File: src/rtl/lsu_mem_interface_if.sv
// Data-memory port between the load/store unit and a variable-latency memory.
// req is held high until ack; read data is valid in the ack cycle.
interface lsu_mem_interface_if;
  logic        dmem_req;
  logic        dmem_we;
  logic [31:0] dmem_addr;
  logic [3:0]  dmem_be;
  logic [31:0] dmem_wdata;
  logic        dmem_ack;
  logic [31:0] dmem_rdata;

  modport master (
    output dmem_req, dmem_we, dmem_addr, dmem_be, dmem_wdata,
    input  dmem_ack, dmem_rdata
  );

  modport slave (
    input  dmem_req, dmem_we, dmem_addr, dmem_be, dmem_wdata,
    output dmem_ack, dmem_rdata
  );
endinterface

File: src/rtl/lsu_mem_interface.sv
// Load/store unit: stalls the single-cycle core over a req/ack memory access and returns extended loads.
// Latency: 1 IDLE + N BUSY stall cycles, then RESP; misaligned accesses are dropped without stalling.
module lsu_mem_interface #(
  parameter int TIMEOUT = 16
) (
  input  logic                   clk,
  input  logic                   rst_n,
  input  logic                   mem_read_i,
  input  logic                   mem_write_i,
  input  logic [1:0]             store_sel_i,
  input  logic [2:0]             load_sel_i,
  input  logic [31:0]            addr_i,
  input  logic [31:0]            wdata_i,
  output logic                   stall_o,
  output logic [31:0]            rdata_o,
  output logic                   misalign_o,
  output logic                   bus_err_o,
  lsu_mem_interface_if.master    dmem
);

  localparam int CW = (TIMEOUT > 0) ? $clog2(TIMEOUT + 1) : 1;
  localparam bit TO_EN = (TIMEOUT > 0);
  localparam logic [CW-1:0] TO_LAST = CW'((TIMEOUT > 0) ? TIMEOUT - 1 : 0);

  typedef enum logic [1:0] {
    S_IDLE = 2'd0,
    S_BUSY = 2'd1,
    S_RESP = 2'd2
  } state_t;

  state_t        state_q;
  logic [CW-1:0] cnt_q;
  logic [31:0]   addr_q;
  logic [3:0]    be_q;
  logic [31:0]   wdata_q;
  logic          we_q;
  logic [2:0]    lsel_q;
  logic [1:0]    off_q;
  logic [31:0]   rdata_q;
  logic          bus_err_q;

  logic        access;
  logic        bad_align;
  logic        start;
  logic [1:0]  size;       // 0 byte, 1 half, 2 word
  logic [3:0]  be_d;
  logic [31:0] wdata_d;
  logic [7:0]  byte_v;
  logic [15:0] half_v;
  logic [31:0] load_val;

  assign access = mem_read_i | mem_write_i;

  // Stores take precedence when both strobes are set; undefined selects act as word.
  always_comb begin
    size = 2'd2;
    if (mem_write_i) begin
      case (store_sel_i)
        2'b01:   size = 2'd0;
        2'b10:   size = 2'd1;
        default: size = 2'd2;
      endcase
    end else begin
      case (load_sel_i)
        3'b000, 3'b011: size = 2'd0;
        3'b001, 3'b100: size = 2'd1;
        default:        size = 2'd2;
      endcase
    end
  end

  assign bad_align = ((size == 2'd1) && addr_i[0]) ||
                     ((size == 2'd2) && (addr_i[1:0] != 2'b00));

  always_comb begin
    be_d    = 4'b1111;
    wdata_d = wdata_i;
    case (size)
      2'd0: begin
        be_d    = 4'b0001 << addr_i[1:0];
        wdata_d = {4{wdata_i[7:0]}};
      end
      2'd1: begin
        be_d    = addr_i[1] ? 4'b1100 : 4'b0011;
        wdata_d = {2{wdata_i[15:0]}};
      end
      default: begin
        be_d    = 4'b1111;
        wdata_d = wdata_i;
      end
    endcase
  end

  assign start      = (state_q == S_IDLE) && access && !bad_align;
  assign misalign_o = (state_q == S_IDLE) && access && bad_align;
  // Reset gating keeps the core unstalled while the LSU is held in reset.
  assign stall_o    = rst_n && (start || (state_q == S_BUSY));

  always_comb begin
    byte_v   = 8'(dmem.dmem_rdata >> {off_q, 3'b000});
    half_v   = off_q[1] ? dmem.dmem_rdata[31:16] : dmem.dmem_rdata[15:0];
    load_val = dmem.dmem_rdata;
    case (lsel_q)
      3'b000:  load_val = {{24{byte_v[7]}}, byte_v};
      3'b001:  load_val = {{16{half_v[15]}}, half_v};
      3'b011:  load_val = {24'd0, byte_v};
      3'b100:  load_val = {16'd0, half_v};
      default: load_val = dmem.dmem_rdata;
    endcase
  end

  always_ff @(posedge clk or negedge rst_n) begin
    if (!rst_n) begin
      state_q   <= S_IDLE;
      cnt_q     <= '0;
      addr_q    <= '0;
      be_q      <= '0;
      wdata_q   <= '0;
      we_q      <= 1'b0;
      lsel_q    <= '0;
      off_q     <= '0;
      rdata_q   <= '0;
      bus_err_q <= 1'b0;
    end else begin
      bus_err_q <= 1'b0;
      case (state_q)
        S_IDLE: begin
          if (start) begin
            addr_q  <= {addr_i[31:2], 2'b00};
            be_q    <= be_d;
            wdata_q <= wdata_d;
            we_q    <= mem_write_i;
            lsel_q  <= load_sel_i;
            off_q   <= addr_i[1:0];
            cnt_q   <= '0;
            state_q <= S_BUSY;
          end
        end
        S_BUSY: begin
          if (dmem.dmem_ack) begin
            if (!we_q) rdata_q <= load_val;
            state_q <= S_RESP;
          end else if (TO_EN && (cnt_q == TO_LAST)) begin
            bus_err_q <= 1'b1;
            rdata_q   <= '0;
            state_q   <= S_RESP;
          end else begin
            cnt_q <= cnt_q + CW'(1);
          end
        end
        // The decoder still shows the retiring instruction here, so never relaunch.
        S_RESP:  state_q <= S_IDLE;
        default: state_q <= S_IDLE;
      endcase
    end
  end

  assign dmem.dmem_req   = (state_q == S_BUSY);
  assign dmem.dmem_we    = we_q;
  assign dmem.dmem_addr  = addr_q;
  assign dmem.dmem_be    = be_q;
  assign dmem.dmem_wdata = wdata_q;
  assign rdata_o         = rdata_q;
  assign bus_err_o       = bus_err_q;

endmodule

File: src/flat_wrapper.sv
// flat-port wrapper written by rule: the top's interface ports become plain ports
module lsu_mem_interface_flat 
#(
  parameter int TIMEOUT = 16
)
  (clk, rst_n, mem_read_i, mem_write_i, store_sel_i, load_sel_i, addr_i, wdata_i, stall_o, rdata_o, misalign_o, bus_err_o, dmem_dmem_req, dmem_dmem_we, dmem_dmem_addr, dmem_dmem_be, dmem_dmem_wdata, dmem_dmem_ack, dmem_dmem_rdata);
  lsu_mem_interface_if dmem_i ();
  input  logic clk;
  input  logic rst_n;
  input  logic mem_read_i;
  input  logic mem_write_i;
  input  logic [1:0] store_sel_i;
  input  logic [2:0] load_sel_i;
  input  logic [31:0] addr_i;
  input  logic [31:0] wdata_i;
  output logic stall_o;
  output logic [31:0] rdata_o;
  output logic misalign_o;
  output logic bus_err_o;
  output wire logic [$bits(dmem_i.dmem_req)-1:0] dmem_dmem_req;
  output wire logic [$bits(dmem_i.dmem_we)-1:0] dmem_dmem_we;
  output wire logic [$bits(dmem_i.dmem_addr)-1:0] dmem_dmem_addr;
  output wire logic [$bits(dmem_i.dmem_be)-1:0] dmem_dmem_be;
  output wire logic [$bits(dmem_i.dmem_wdata)-1:0] dmem_dmem_wdata;
  input wire logic [$bits(dmem_i.dmem_ack)-1:0] dmem_dmem_ack;
  input wire logic [$bits(dmem_i.dmem_rdata)-1:0] dmem_dmem_rdata;
  assign dmem_dmem_req = dmem_i.dmem_req;
  assign dmem_dmem_we = dmem_i.dmem_we;
  assign dmem_dmem_addr = dmem_i.dmem_addr;
  assign dmem_dmem_be = dmem_i.dmem_be;
  assign dmem_dmem_wdata = dmem_i.dmem_wdata;
  assign dmem_i.dmem_ack = dmem_dmem_ack;
  assign dmem_i.dmem_rdata = dmem_dmem_rdata;
  lsu_mem_interface #(.TIMEOUT(TIMEOUT)) u_core (.clk(clk), .rst_n(rst_n), .mem_read_i(mem_read_i), .mem_write_i(mem_write_i), .store_sel_i(store_sel_i), .load_sel_i(load_sel_i), .addr_i(addr_i), .wdata_i(wdata_i), .stall_o(stall_o), .rdata_o(rdata_o), .misalign_o(misalign_o), .bus_err_o(bus_err_o), .dmem(dmem_i));
endmodule
File: config.mk
export PLATFORM = sky130hd
export DESIGN_NAME = lsu_mem_interface_flat
export DESIGN_NICKNAME = d
export VERILOG_FILES = /design/src/rtl/lsu_mem_interface_if.sv /design/src/rtl/lsu_mem_interface.sv /design/src/flat_wrapper.sv
export SDC_FILE = /design/constraint.sdc
export NUM_CORES = 1
export LEC_CHECK = 0
export BUFFER_PORTS_ARGS = -buffer_cell sky130_fd_sc_hd__buf_2
export CAP_MARGIN = 40
export CORE_AREA = 3 3 148 114
export DETAILED_ROUTE_END_ITERATION = 6
export DIE_AREA = 0 0 151 117
export GPL_TIMING_DRIVEN = 0
export PLACE_DENSITY = 0.61
export SETUP_SLACK_MARGIN = 0.3
export SLEW_MARGIN = 20
export SYNTH_ARGS = -nofsm -noshare
export SYNTH_HDL_FRONTEND = slang
export SYNTH_SLANG_ARGS = --single-unit
File: constraint.sdc
create_clock -name clk -period 3.1 [get_ports clk]
set_clock_uncertainty 0.1 [all_clocks]
set_input_delay 0.62 -clock clk [delete_from_list [all_inputs] [get_ports clk]]
set_output_delay 0.62 -clock clk [all_outputs]
set_load 0.005 [all_outputs]
* Yosys cells after proc, flatten, opt, wreduce, memory -nomap -nowiden *
Cells that the tools add are included.

storage, ports and cells
  register bits after elaboration = 112
  logic and storage cells = 75

cells by class
  mux-type cells = 22
  $add $sub $neg = 1
  shift operators = 2
  bitwise gates (word level) = 1
  eq/ne operators = 17
  reductions and logical operators = 22

operators with widths
  operator                                                          count
  32-bit case mux with 4 select lines                               1
  32-bit two-way mux                                                3
  32-bit case mux with 2 select lines                               1
  32-bit by 5-bit right shift with 8-bit output                     1
  16-bit two-way mux                                                1
  5-bit two-way mux                                                 3
  2-bit case mux with 2 select lines                                3
  5-bit case mux with 2 select lines                                1
  2-bit two-way mux                                                 4
  4-bit case mux with 2 select lines                                1
  2-bit by 1-bit == test with 1-bit output (second input constant)  3
  3-bit by 1-bit == test with 1-bit output (second input constant)  2
  3-bit by 2-bit == test with 1-bit output (second input constant)  2
  3-bit == test (second input constant)                             2
  1-bit logical AND                                                 6
  3-bit zero test                                                   2
  2-bit inequality test (second input constant)                     3
  2-bit nonzero test                                                3
  5-bit by 1-bit adder with 5-bit output (second input constant)    1
  5-bit by 4-bit == test with 1-bit output (second input constant)  1
  2-bit == test (second input constant)                             2
  2-bit zero test                                                   2
  4-bit two-way mux                                                 1
  2-bit AND reduction                                               2
  other kinds (10)                                                  14

* Depth between registers and ports, before layout *
  depth after elaboration = 11
  depth in mapped cells = 9
  gate-level depth less buffers = 8

* Worst setup path before layout *
Ideal clock, no wire load.

  path kind = input to output
  from = in store_sel_i[0]
  to = out stall_o
  stages on the path = 9
  path slack = 0.304 ns
  required time = 2.380 ns
  path buffers = 2
  data arrival time = 2.076 ns
  cell sequence = inv_1 ha_1 and2_1 clkbuf_1 a21oi_2 and3_4 nor2_8 buf_2 o21a_1

between the ends
  cells in the longest elaborated chain, start to end = 10
  elaborated cells on any way between the ends = 13

RTL lines
  what                                                                       RTL line                                          source
  start: declaration                                                         flat_wrapper.sv:12                                input logic [1:0] store_sel_i;
  2-bit == test or 2-bit by 1-bit == test with 1-bit output (tied branches)  lsu_mem_interface.sv:58                           case (store_sel_i)
  2-bit case mux with 2 select lines *                                       lsu_mem_interface.sv:58
  2-bit two-way mux *                                                        lsu_mem_interface.sv:57                           if (mem_write_i) begin
  2-bit by 1-bit == test with 1-bit output or 2-bit == test (tied branches)  lsu_mem_interface.sv:72, lsu_mem_interface.sv:73
  1-bit logical AND (on tied branches)                                       lsu_mem_interface.sv:72, lsu_mem_interface.sv:73
  1-bit logical OR *                                                         lsu_mem_interface.sv:72                           assign bad_align = ((size == 2'd1) && addr_i[0]) ||
  1-bit zero test *                                                          lsu_mem_interface.sv:94                           assign start = (state_q == S_IDLE) && access && !bad_align;
  1-bit logical AND *                                                        lsu_mem_interface.sv:94
  1-bit logical OR *                                                         lsu_mem_interface.sv:97                           assign stall_o = rst_n && (start || (state_q == S_BUSY));
  1-bit logical AND *                                                        lsu_mem_interface.sv:97
  end: declaration                                                           flat_wrapper.sv:16                                output logic stall_o;

Mark *: on every way between the ends. The rest lies on a longest branch, timed or not.

* Worst setup path after layout *
Ends and elaborated chain as after synthesis.

==> results.ini <==
[route]
met2_length_um = 8410
dr.max_layer_used = met5
post_drt_wl_per_cell_um = 18.0
viasPerCell = 5.31
drtAntennaViolNets = 0
wl_um = 17900
route.met3.wl_um = 1450
vias = 5294
drt_iter0_markers = 312
drc = 5
met1_length_um = 7750
first_pass_iters = 7

[timing]
final_hold_viol_count = 0
setup_viol = 0
timing.hold.ws_ps = 113
finalCriticalPeriod_ps = 2760
tightest_slew_ps = 613
relSlewSlack_pct = 59.0
fmax_ghz = 0.362
fin_crit_sh_pct = 89.1
drv_slew = 0
rsz0062_at_grt = no

[worst_setup_path]
arrival_ps = 2040
ff2ff_path_depth = 7
cp-end-kind = output pin
ff2ff_setup_slack_ps = 700
path_delay_family = buffers and inverters
rr_endpoint = u_core.rdata_o[29]$_DFFE_PN0P_
reg2reg_from = u_core.off_q[1]$_DFFE_PN0P_
critPathKind = in2out
worstSetupStartpointType = primary input
cp_slowest_cell = and3_4
required_ps = 2380
cp_slowest_stage_delay_ps = 240
path_buf_inv = 5
crit_chain = buf_2 > inv_1 > ha_2 > and2_4 > buf_8 > a21oi_4 > and3_4 > nor2_8 > buf_8 > o21a_1 > buf_2
crit_fanout = 10

[floorplanning]
die_x_um = 151
fp.dieH_um = 117
io_pins = 211
rows = 39
start_util_pct = 37.3
dieArea_um2 = 17700
core_um2 = 15300

[clock_network]
clockBufferDepth = 2
cts_buffers = 9
clockRootBuffer = clkbuf_16
holdBufCountCts = 0
h-tree-depth = 3
cts_num_sinks = 112
cts.clk_slew.worst_paths_ps = 80
insertion_delay_ps = 360
tritoncts = done

[power]
power.total_uw = 6770
internal_power_uw = 4210
pwr-share-clk_pct = 18.3
power_density_nw_per_um2 = 902
comb_power_share_pct = 44.7
seq_power_share_pct = 37.0
p_sw_uw = 2560
swShare_pct = 37.8
ir_drop_mv = 0.400
p_leak_uw = 0.00356

[synth]
synth-async-reset-ratio_pct = 100
syn_avg_cell_area_um2 = 10.2
synth_area_um2 = 5720
synth_cell_types = 51
synth-main-ff-cell = dfrtp_1
syn_inst = 560
ys_ff_latch = 112
synth_edf_count = 0
ys_seq_area_share_pct = 49.0
yosysWarnings = 0

[placed_design]
numPortBuffers = 207
place.gp.congestion = 0.892
detailed_place_hpwl_um = 13700

[finish]
fin_nets = 896
areaGrowthSynthToFinish_pct = 31.3
n_fill_cell = 1479
antenna_cells = 0
utilization_pct = 49.0
drive_gt1_share_pct = 39.3

[job]
max_cap_violations = 0

[outcome]
violations = DRC
status = complete, but fails checks

[grt]
grt_antenna_before_repair = 1
gr-total-overflow = 0
grt.total_usage_pct = 20.3
grt_pass1_wl_um = 28100
grt_max_degree = 60
grt_pass1_vias = 5339

[hold_path]
hold_path.class = in2async

==> worst max-delay path by stage <==
stage	from	to	slack, ps	cells past startpoint
after floorplan	store_sel_i[0]	stall_o	300	9
after global placement	rst_n	stall_o	-540	3
after detailed placement	store_sel_i[0]	stall_o	-290	11
after CTS	mem_write_i	misalign_o	280	8
after global routing	store_sel_i[0]	stall_o	290	11
final	store_sel_i[0]	stall_o	340	11
==> power groups by stage <==
stage,registers [uW],clock network (uW),logic (uW)
floorplan,2540,0,1660
CTS,2510,1270,3010
global placement,2480,0,2910
finish,2500,1240,3020
global route,2600,1330,3350
detailed placement,2520,0,2980
==> through the flow <==
stage                     setup TNS (ps)  std cells  area [um^2]  worst slack (ps)
final                                  0        997         7500               338
after global routing                   0        997         7500               294
after CTS                              0        995         7450               279
after detailed placement            -291        975         7050              -291
after global placement             -1270        973         7010              -543
after floorplan                        0        561         5720               304
==> layout make-up <==
type / count / area, um^2 / area share [%]
buffer: 36 / 221 / 2.95
clock buffer: 10 / 239 / 3.18
multi-input combinational: 405 / 2760 / 36.8
sequential: 112 / 2800 / 37.4
inverter: 8 / 30.0 / 0.400
timing repair buffer: 215 / 1120 / 15.0
clock inverter: 6 / 72.6 / 0.967
tap: 205 / 256 / 3.42
==> cells in the mapped netlist (all sizes together), types with 4 or more instances <==
master | number | area share [%]
dfrtp | 112 | 49
nand2 | 95 | 6.2
mux2 | 70 | 14
o21ai | 59 | 5.2
nor2 | 37 | 2.8
a21oi | 27 | 2.4
clkbuf | 21 | 1.4
buf | 15 | 2.0
mux2i | 12 | 2.1
nand2b | 12 | 1.3
o32ai | 9 | 1.4
a22oi | 8 | 1.1
a2bb2oi | 8 | 1.2
a32o | 8 | 1.4
o31ai | 8 | 1.1
o32a | 7 | 1.2
inv | 6 | 0.39
nand3 | 4 | 0.35
==> metal layers <==
metal,up-vias,global-route usage [%]
li1,2463,-
met1,2579,26.9
met2,218,33.1
met3,32,5.93
met4,2,5.25
met5,-,0
==> repair_timing <==
| item | in CTS | in global routing |
|---|---|---|
| pin swaps | 2 | 1 |
| buffers inserted | 4 | 2 |
| setup endpoints to repair | 2 | 2 |
| resized for setup | 13 | 9 |
==> flip-flops by register name, indices dropped and copies added, names as in the netlist <==
signal / flops
u_core.off_q: 2
u_core.rdata_o: 32
u_core.lsel_q: 3
u_core.bus_err_o: 1
u_core.dmem.dmem_addr: 30
u_core.state_q: 2
u_core.dmem.dmem_we: 1
u_core.cnt_q: 5
u_core.dmem.dmem_be: 4
u_core.dmem.dmem_wdata: 32
==> kinds of logic after synthesis <==
| kind of cell | count (synthesis) | share of synthesized area [%] |
|---|---|---|
| AOI/OAI and AO/OA | 152 | 17.3 |
| xor gates and xnor gates | 3 | 0.460 |
| adders and majority gates | 3 | 0.657 |
| buffers and inverters | 44 | 3.87 |
| DFF | 112 | 49.0 |
| muxes | 83 | 16.3 |
| other | 1 | 0.0656 |
| and+or+nand+nor | 162 | 12.3 |
==> cell usage in the layout (no fill, tap or decap), types with 2 or more instances in the layout <==
cell type / instances
a21o_1: 2
a21oi_1: 26
a22o_1: 2
a22oi_1: 8
a2bb2oi_1: 8
a31oi_1: 3
a32o_1: 8
buf_2: 209
buf_4: 9
buf_6: 7
buf_8: 2
clkbuf_1: 20
clkbuf_16: 9
clkbuf_4: 2
clkinv_1: 2
conb_1: 2
dfrtp_1: 112
ha_1: 2
inv_1: 6
inv_6: 4
mux2_1: 17
mux2_2: 52
mux2i_1: 12
nand2_1: 95
nand2b_1: 12
nand3_1: 3
nor2_1: 35
nor2b_1: 2
nor3_1: 3
nor3b_1: 2
o2111ai_1: 2
o211ai_1: 2
o21a_1: 2
o21ai_0: 58
o221ai_1: 2
o22ai_1: 2
o31ai_1: 8
o32a_1: 7
o32ai_1: 8
No activity file was read; power rests on OpenSTA's default activity.
